<file path="config.mk">
export PLATFORM = sky130hd
export DESIGN_NAME = banco_registrador_param
export DESIGN_NICKNAME = d
export VERILOG_FILES = /design/src/rtl/banco_registrador_param_pkg.sv /design/src/rtl/banco_registrador_param_clear_fsm.sv /design/src/rtl/banco_registrador_param.sv
export SDC_FILE = /design/constraint.sdc
export NUM_CORES = 1
export LEC_CHECK = 0
export BUFFER_PORTS_ARGS = -buffer_cell sky130_fd_sc_hd__buf_2
export CAP_MARGIN = 20
export CORE_ASPECT_RATIO = 0.5
export CORE_MARGIN = 2
export CORE_UTILIZATION = 60
export CTS_CLUSTER_DIAMETER = 100
export DETAILED_ROUTE_END_ITERATION = 16
export MAX_ROUTING_LAYER = met4
export PLACE_DENSITY = 0.86
export SLEW_MARGIN = 5
export SYNTH_ARGS = -nofsm -noshare
export SYNTH_HDL_FRONTEND = slang
export SYNTH_HIERARCHICAL = 1
export SYNTH_SLANG_ARGS = --single-unit
</file>
<file path="constraint.sdc">
create_clock -name clk -period 3.06 [get_ports clk]
set_clock_uncertainty 0.15 [all_clocks]
set_input_delay 0.306 -clock clk [delete_from_list [all_inputs] [get_ports clk]]
set_output_delay 0.306 -clock clk [all_outputs]
set_load 0.01 [all_outputs]
</file>
<file path="src/rtl/banco_registrador_param_pkg.sv">
// Shared definitions for the parametrised register bank: default geometry
// and the clear-sweep FSM state encoding.
package banco_registrador_param_pkg;

    localparam int unsigned DEF_WIDTH = 8;
    localparam int unsigned DEF_DEPTH = 8;

    typedef enum logic [0:0] {
        ST_IDLE  = 1'b0,
        ST_CLEAR = 1'b1
    } clr_state_e;

endpackage

</file>
<file path="src/rtl/banco_registrador_param_clear_fsm.sv">
// Clear-sweep controller: walks clr_idx from 0 to DEPTH-1, one register per
// clock, while busy is high. A clear request is only sampled in IDLE.
module rb_clear_fsm
    import banco_registrador_param_pkg::*;
#(
    parameter  int unsigned DEPTH  = DEF_DEPTH,
    localparam int unsigned ADDR_W = $clog2(DEPTH)
) (
    input  logic              clk,
    input  logic              rst,
    input  logic              clear_i,
    output logic              busy_o,
    output logic              clr_en_o,
    output logic [ADDR_W-1:0] clr_idx_o
);

    clr_state_e        state_q, state_d;
    logic [ADDR_W-1:0] cnt_q, cnt_d;

    always_ff @(posedge clk or posedge rst) begin
        if (rst) begin
            state_q <= ST_IDLE;
            cnt_q   <= '0;
        end else begin
            // NOTE: sequential state uses non-blocking assignments so every
            // register samples its pre-edge value, independent of block order.
            state_q <= state_d;
            cnt_q   <= cnt_d;
        end
    end

    always_comb begin
        // NOTE: defaults first so every path assigns every output and no
        // latch is inferred.
        state_d = state_q;
        cnt_d   = cnt_q;
        unique case (state_q)
            ST_IDLE: begin
                if (clear_i) begin
                    state_d = ST_CLEAR;
                    cnt_d   = '0;
                end
            end
            ST_CLEAR: begin
                // The counter wraps to 0 on the same edge that leaves CLEAR.
                cnt_d = cnt_q + 1'b1;
                if (cnt_q == ADDR_W'(DEPTH - 1)) begin
                    state_d = ST_IDLE;
                end
            end
            default: begin
                state_d = ST_IDLE;
                cnt_d   = '0;
            end
        endcase
    end

    assign busy_o    = (state_q == ST_CLEAR);
    assign clr_en_o  = (state_q == ST_CLEAR);
    assign clr_idx_o = cnt_q;

endmodule

</file>
<file path="src/rtl/banco_registrador_param.sv">
// DEPTH x WIDTH register file: two combinational read ports, one write port,
// per-register valid bits, optional write-through bypass and hardwired r0.
module banco_registrador_param
    import banco_registrador_param_pkg::*;
#(
    parameter  int unsigned WIDTH    = DEF_WIDTH,
    parameter  int unsigned DEPTH    = DEF_DEPTH,
    parameter  bit          BYPASS   = 1'b1,
    parameter  bit          ZERO_REG = 1'b0,
    localparam int unsigned ADDR_W   = $clog2(DEPTH)
) (
    input  logic              clk,
    input  logic              reset,
    input  logic              write,
    input  logic [ADDR_W-1:0] dr,
    input  logic [WIDTH-1:0]  wrData,
    input  logic [ADDR_W-1:0] sr1,
    input  logic [ADDR_W-1:0] sr2,
    output logic [WIDTH-1:0]  rdData1,
    output logic [WIDTH-1:0]  rdData2,
    output logic              rdValid1,
    output logic              rdValid2,
    input  logic              clear,
    output logic              busy,
    output logic              wr_drop
);

    typedef struct packed {
        logic             valid;
        logic [WIDTH-1:0] data;
    } rd_t;

    logic [WIDTH-1:0]  mem_q [DEPTH];
    logic [DEPTH-1:0]  valid_q;
    logic              wr_drop_q, wr_drop_d;
    logic              clr_en;
    logic [ADDR_W-1:0] clr_idx;
    logic              wr_accept;
    rd_t               rd1, rd2;

    rb_clear_fsm #(
        .DEPTH (DEPTH)
    ) u_clear_fsm (
        .clk       (clk),
        .rst       (reset),
        .clear_i   (clear),
        .busy_o    (busy),
        .clr_en_o  (clr_en),
        .clr_idx_o (clr_idx)
    );

    // Writes are refused while sweeping and, with a hardwired r0, to r0.
    assign wr_accept = write && !clr_en && !(ZERO_REG && (dr == '0));
    assign wr_drop_d = write && !wr_accept;

    always_ff @(posedge clk or posedge reset) begin
        if (reset) begin
            // NOTE: the array is reset explicitly because every register and
            // valid bit must read 0 straight after reset; this keeps it in flops.
            for (int i = 0; i < DEPTH; i++) begin
                mem_q[i] <= '0;
            end
            valid_q   <= '0;
            wr_drop_q <= 1'b0;
        end else begin
            wr_drop_q <= wr_drop_d;
            if (clr_en) begin
                mem_q[clr_idx]   <= '0;
                valid_q[clr_idx] <= 1'b0;
            end else if (wr_accept) begin
                mem_q[dr]   <= wrData;
                valid_q[dr] <= 1'b1;
            end
        end
    end

    function automatic rd_t read_port(input logic [ADDR_W-1:0] addr);
        rd_t r;
        if (ZERO_REG && (addr == '0)) begin
            r.valid = 1'b1;
            r.data  = '0;
        end else if (BYPASS && wr_accept && (addr == dr)) begin
            r.valid = 1'b1;
            r.data  = wrData;
        end else begin
            r.valid = valid_q[addr];
            r.data  = mem_q[addr];
        end
        return r;
    endfunction

    always_comb begin
        rd1 = read_port(sr1);
        rd2 = read_port(sr2);
    end

    assign rdData1  = rd1.data;
    assign rdValid1 = rd1.valid;
    assign rdData2  = rd2.data;
    assign rdValid2 = rd2.valid;
    assign wr_drop  = wr_drop_q;

endmodule

</file>
==> results list <==
- Status: finished clean
* Minimum period implied by the final worst setup slack: between 2000 and 2500 ps
- The worst setup path is launched from a primary input.
* Worst setup slack after placement: roughly 600 ps
- IR analysis of the VDD net gives a maximum drop of 0.596 mV.
- The die covers about 8500 um^2.
* Register bit total from synthesis: 77
* Max Clk Rate: roughly 400 MHz
* Number of endpoints with negative hold slack in the final report: 0
* Via density: roughly 6.6
- Least-Margin Pin Slew: around 770 ps
- First drt pass iteration count: 5
- Max Root-Sink Buffers: 2
* Post-layout util: 0.690
* Cell Chain, Critical Path: buf_2 > mux4_1 > mux2i_1 > mux2i_1 > buf_2
* Setup TNS after final layout: 0 ps
- In the final layout, the share of cells above drive strength 1 is 0.190.
- Synthesis warning total: 6
- Area fraction of the dominant cell type after synthesis: 0.413
- Number of nets in the finished design: roughly 430
* Number of max-cap violations: 0
* Most common library cells after synthesis: 99 x sky130_fd_sc_hd__mux2i_1, 80 x sky130_fd_sc_hd__nand2_1, 77 x sky130_fd_sc_hd__dfrtp_1
* Tightest Hold Check Type: primary input to flop
* Switching pwr: roughly 1.5 mW
- Routability-driven placement finished with a final weighted congestion of roughly 0.90.
- Total routing resource utilization after global routing: 0.316
- Design Area, Final: a little over 5000 um^2
- Of the total power, registers draw 0.412.
- Unrepaired setup endpoints after global routing: no
- TritonCTS built the clock tree.
- Largest net degree at the start of global routing: 36
- Biggest fanout along the worst timing path: 19
- Area growth syn-to-layout: 9.95%
- The synthesized netlist occupies a cell area of between 4000 and 5000 um^2.
- Of the total power, the share spent switching nets is 0.358.
- Clock share of power: 0.239
- For this run, the slowest stage of the critical path takes a little over 700 ps.
* Critical Path End Type: primary output
* Die Y-Extent: 66.4 um
* Number of distinct standard cells referenced by the synthesized netlist: 34
- Finished Layout Cells: around 500
- Dividing the synthesized area by the synthesized cell count gives 12.5 um^2.
- Antenna viol nets, final: 0
- The initial antenna violation count is 0.
- The count of final max-slew check failures came to 0.
- Vias post-DR: 3316
* Max-Slew Margin vs Limit: 0.485
- The H-tree was split into 3 levels.
* TritonCTS Sinks: 77
- Post-DP Area: just under 5000 um^2
- Standard cell core area: 7430 um^2
* Share of async-settable or async-resettable flops after synthesis: 1.00
- Leakage power: around 2.8 nW
- Of the total power, combinational logic draws 0.349.
- In this run, synthesis inferred 0 flip-flops with an integrated enable.
* Total routed wirelength: between 10000 and 15000 um
- Number of gates resized after cts: 0
* Inserted Clock Buffers: 9
- The number of placed instances, taps included, is 486.
- The most common cell in the synthesized netlist is sky130_fd_sc_hd__mux2i_1.
* Worst Path Arrival: about 2000 ps
- Crit path required time: 2600 ps
- Buffer type at the clock tree root: sky130_fd_sc_hd__clkbuf_16
- DRC violations left: 0
- For this run, the leading register cell type out of synthesis is sky130_fd_sc_hd__dfrtp_1.
- During I/O placement, the number of pins put on the boundary was 41.
* Clock Latency Late Sink: around 340 ps
* Power Internal: 2.69 mW
- By area the synthesized netlist is led by sky130_fd_sc_hd__dfrtp_1 41%, sky130_fd_sc_hd__mux2i_1 21%, sky130_fd_sc_hd__mux4_1 12%, sky130_fd_sc_hd__mux4_2 6.8%, sky130_fd_sc_hd__nand2_1 6.4%.
* Final setup slack of the worst path: slightly below 600 ps
* Cells after synthesis: ~370
- Global-route wire length before repair: between 15000 and 20000 um
- Setup violators final: 0
* HPWL reported at the end of detailed placement: 8170 um
* Initial Utilization: 0.628
- Via count of the first global-routing pass: roughly 3300
* Share of synthesized area occupied by flip-flops and latches: 0.413
* Input/output buffers: 40
- Reg clk slew, reported paths: roughly 50 ps
- Counting every net in the synthesized netlist gives a little under 400.
- The detailed router finished its first iteration with 409 violations.
- Of all cell types, the one taking the most synthesized area is sky130_fd_sc_hd__dfrtp_1.
- Slowest stage cell, crit path: sky130_fd_sc_hd__mux4_1
* Power per unit of standard cell area: just over 800 nW/um^2
* Number of core rows: 22
- Measured along the x axis, the die boundary spans 129 um.
- Global route overflow: 0
* Worst Path Class, Setup: primary input to primary output
* Fill cell count: between 500 and 600
* Diodes inserted: 0
- Routed len/inst: approximately 24 um
- Of the available clock period, the critical path in the final layout requires 0.811.
==> state kept, by name (all words and copies together), names as in the netlist <==
register	cells
wr_drop	1
valid_q	8
u_clear_fsm/busy_o	1
mem_q	64
u_clear_fsm/clr_idx_o	3
==> power by group through the flow <==
stage	Clock (mW)	Sequential [mW]	Combinational (mW)
floorplan	0	1.59	1.08
global placement	0	1.66	1.37
detailed placement	0	1.71	1.44
CTS	1.00	1.70	1.45
global route	1.05	1.76	1.58
finish	0.999	1.72	1.46
==> critical path: cells and delay by family <==
family                 cells  cell delay [ps]
buffers and inverters      2              700
muxes                      3             1000
==> final timing paths <==
| check | start | to | slack (ps) | depth (start not counted) |
|---|---|---|---|---|
| hold / removal | clear | u_clear_fsm/clr_idx_o[2] | 30 | 2 |
| max in group asynchronous | reset | mem_q[54] | 1430 | 4 |
| min in group asynchronous | reset | u_clear_fsm/busy_o | 260 | 3 |
| hold reg to reg | valid_q[2] | valid_q[2] | 360 | 2 |
| setup reg to reg | u_clear_fsm/busy_o | mem_q[55] | 950 | 4 |
| setup / recovery | sr2[0] | rdData2[1] | 580 | 5 |
==> per-layer routing <==
metal	track usage	vias to the layer above	wire, um
met5	-	-	0
met4	0.0897	0	177
met3	0.0947	19	1170
met2	0.474	176	5650
met1	0.424	1702	5100
li1	-	1419	-
==> metrics by stage <==
stage | power, mW | hold slack, ps
after floorplan | 2.67 | -77.9
after global placement | 3.02 | 58.1
after detailed placement | 3.15 | 68.5
after CTS | 4.16 | 31.2
after global routing | 4.39 | 46.9
final | 4.18 | 29.9
==> cell usage in the layout, fill, tap and decap left out, types with 5 or more instances in the layout <==
| cell | netlist | routed |
|---|---|---|
| sky130_fd_sc_hd__mux2i_1 | 99 | 99 |
| sky130_fd_sc_hd__mux4_1 | 22 | 22 |
| sky130_fd_sc_hd__buf_2 | 12 | 40 |
| sky130_fd_sc_hd__clkinv_1 | 8 | 8 |
| sky130_fd_sc_hd__mux4_2 | 14 | 14 |
| sky130_fd_sc_hd__xnor2_1 | 6 | 6 |
| sky130_fd_sc_hd__dfrtp_1 | 77 | 77 |
| sky130_fd_sc_hd__buf_4 | 6 | 6 |
| sky130_fd_sc_hd__nand2_1 | 80 | 80 |
| sky130_fd_sc_hd__clkbuf_16 | 0 | 9 |
| sky130_fd_sc_hd__nand2b_1 | 5 | 5 |
==> cell type report <==
class / count / area [um^2] / share of cell area
repair buffers: 47 / 255 / 0.0498
multi-input cells: 257 / 2510 / 0.490
inverters: 10 / 37.5 / 0.00732
clock inverters: 1 / 5.00 / 0.000976
clock buffers: 14 / 274 / 0.0534
well taps: 96 / 120 / 0.0234
flip-flops and latches: 77 / 1930 / 0.376
==> kinds of logic after synthesis <==
family / Yosys count / synth area share
xor gates and xnor gates: 6 / 0.0113
DFF: 77 / 0.413
buffers and inverters: 38 / 0.0488
adders and majority gates: 2 / 0.00536
and+or+nand+nor: 108 / 0.109
AOI/OAI and AO/OA: 6 / 0.00885
muxes: 135 / 0.404
==> timing repair <==
item                                    4_1_cts  5_1_grt
hold buffers                                  1        0
hold endpoints to repair                     28        0
endpoints found under the setup margin        0        0
buffers inserted                              0        0
Power figures use the tool's default switching activity.
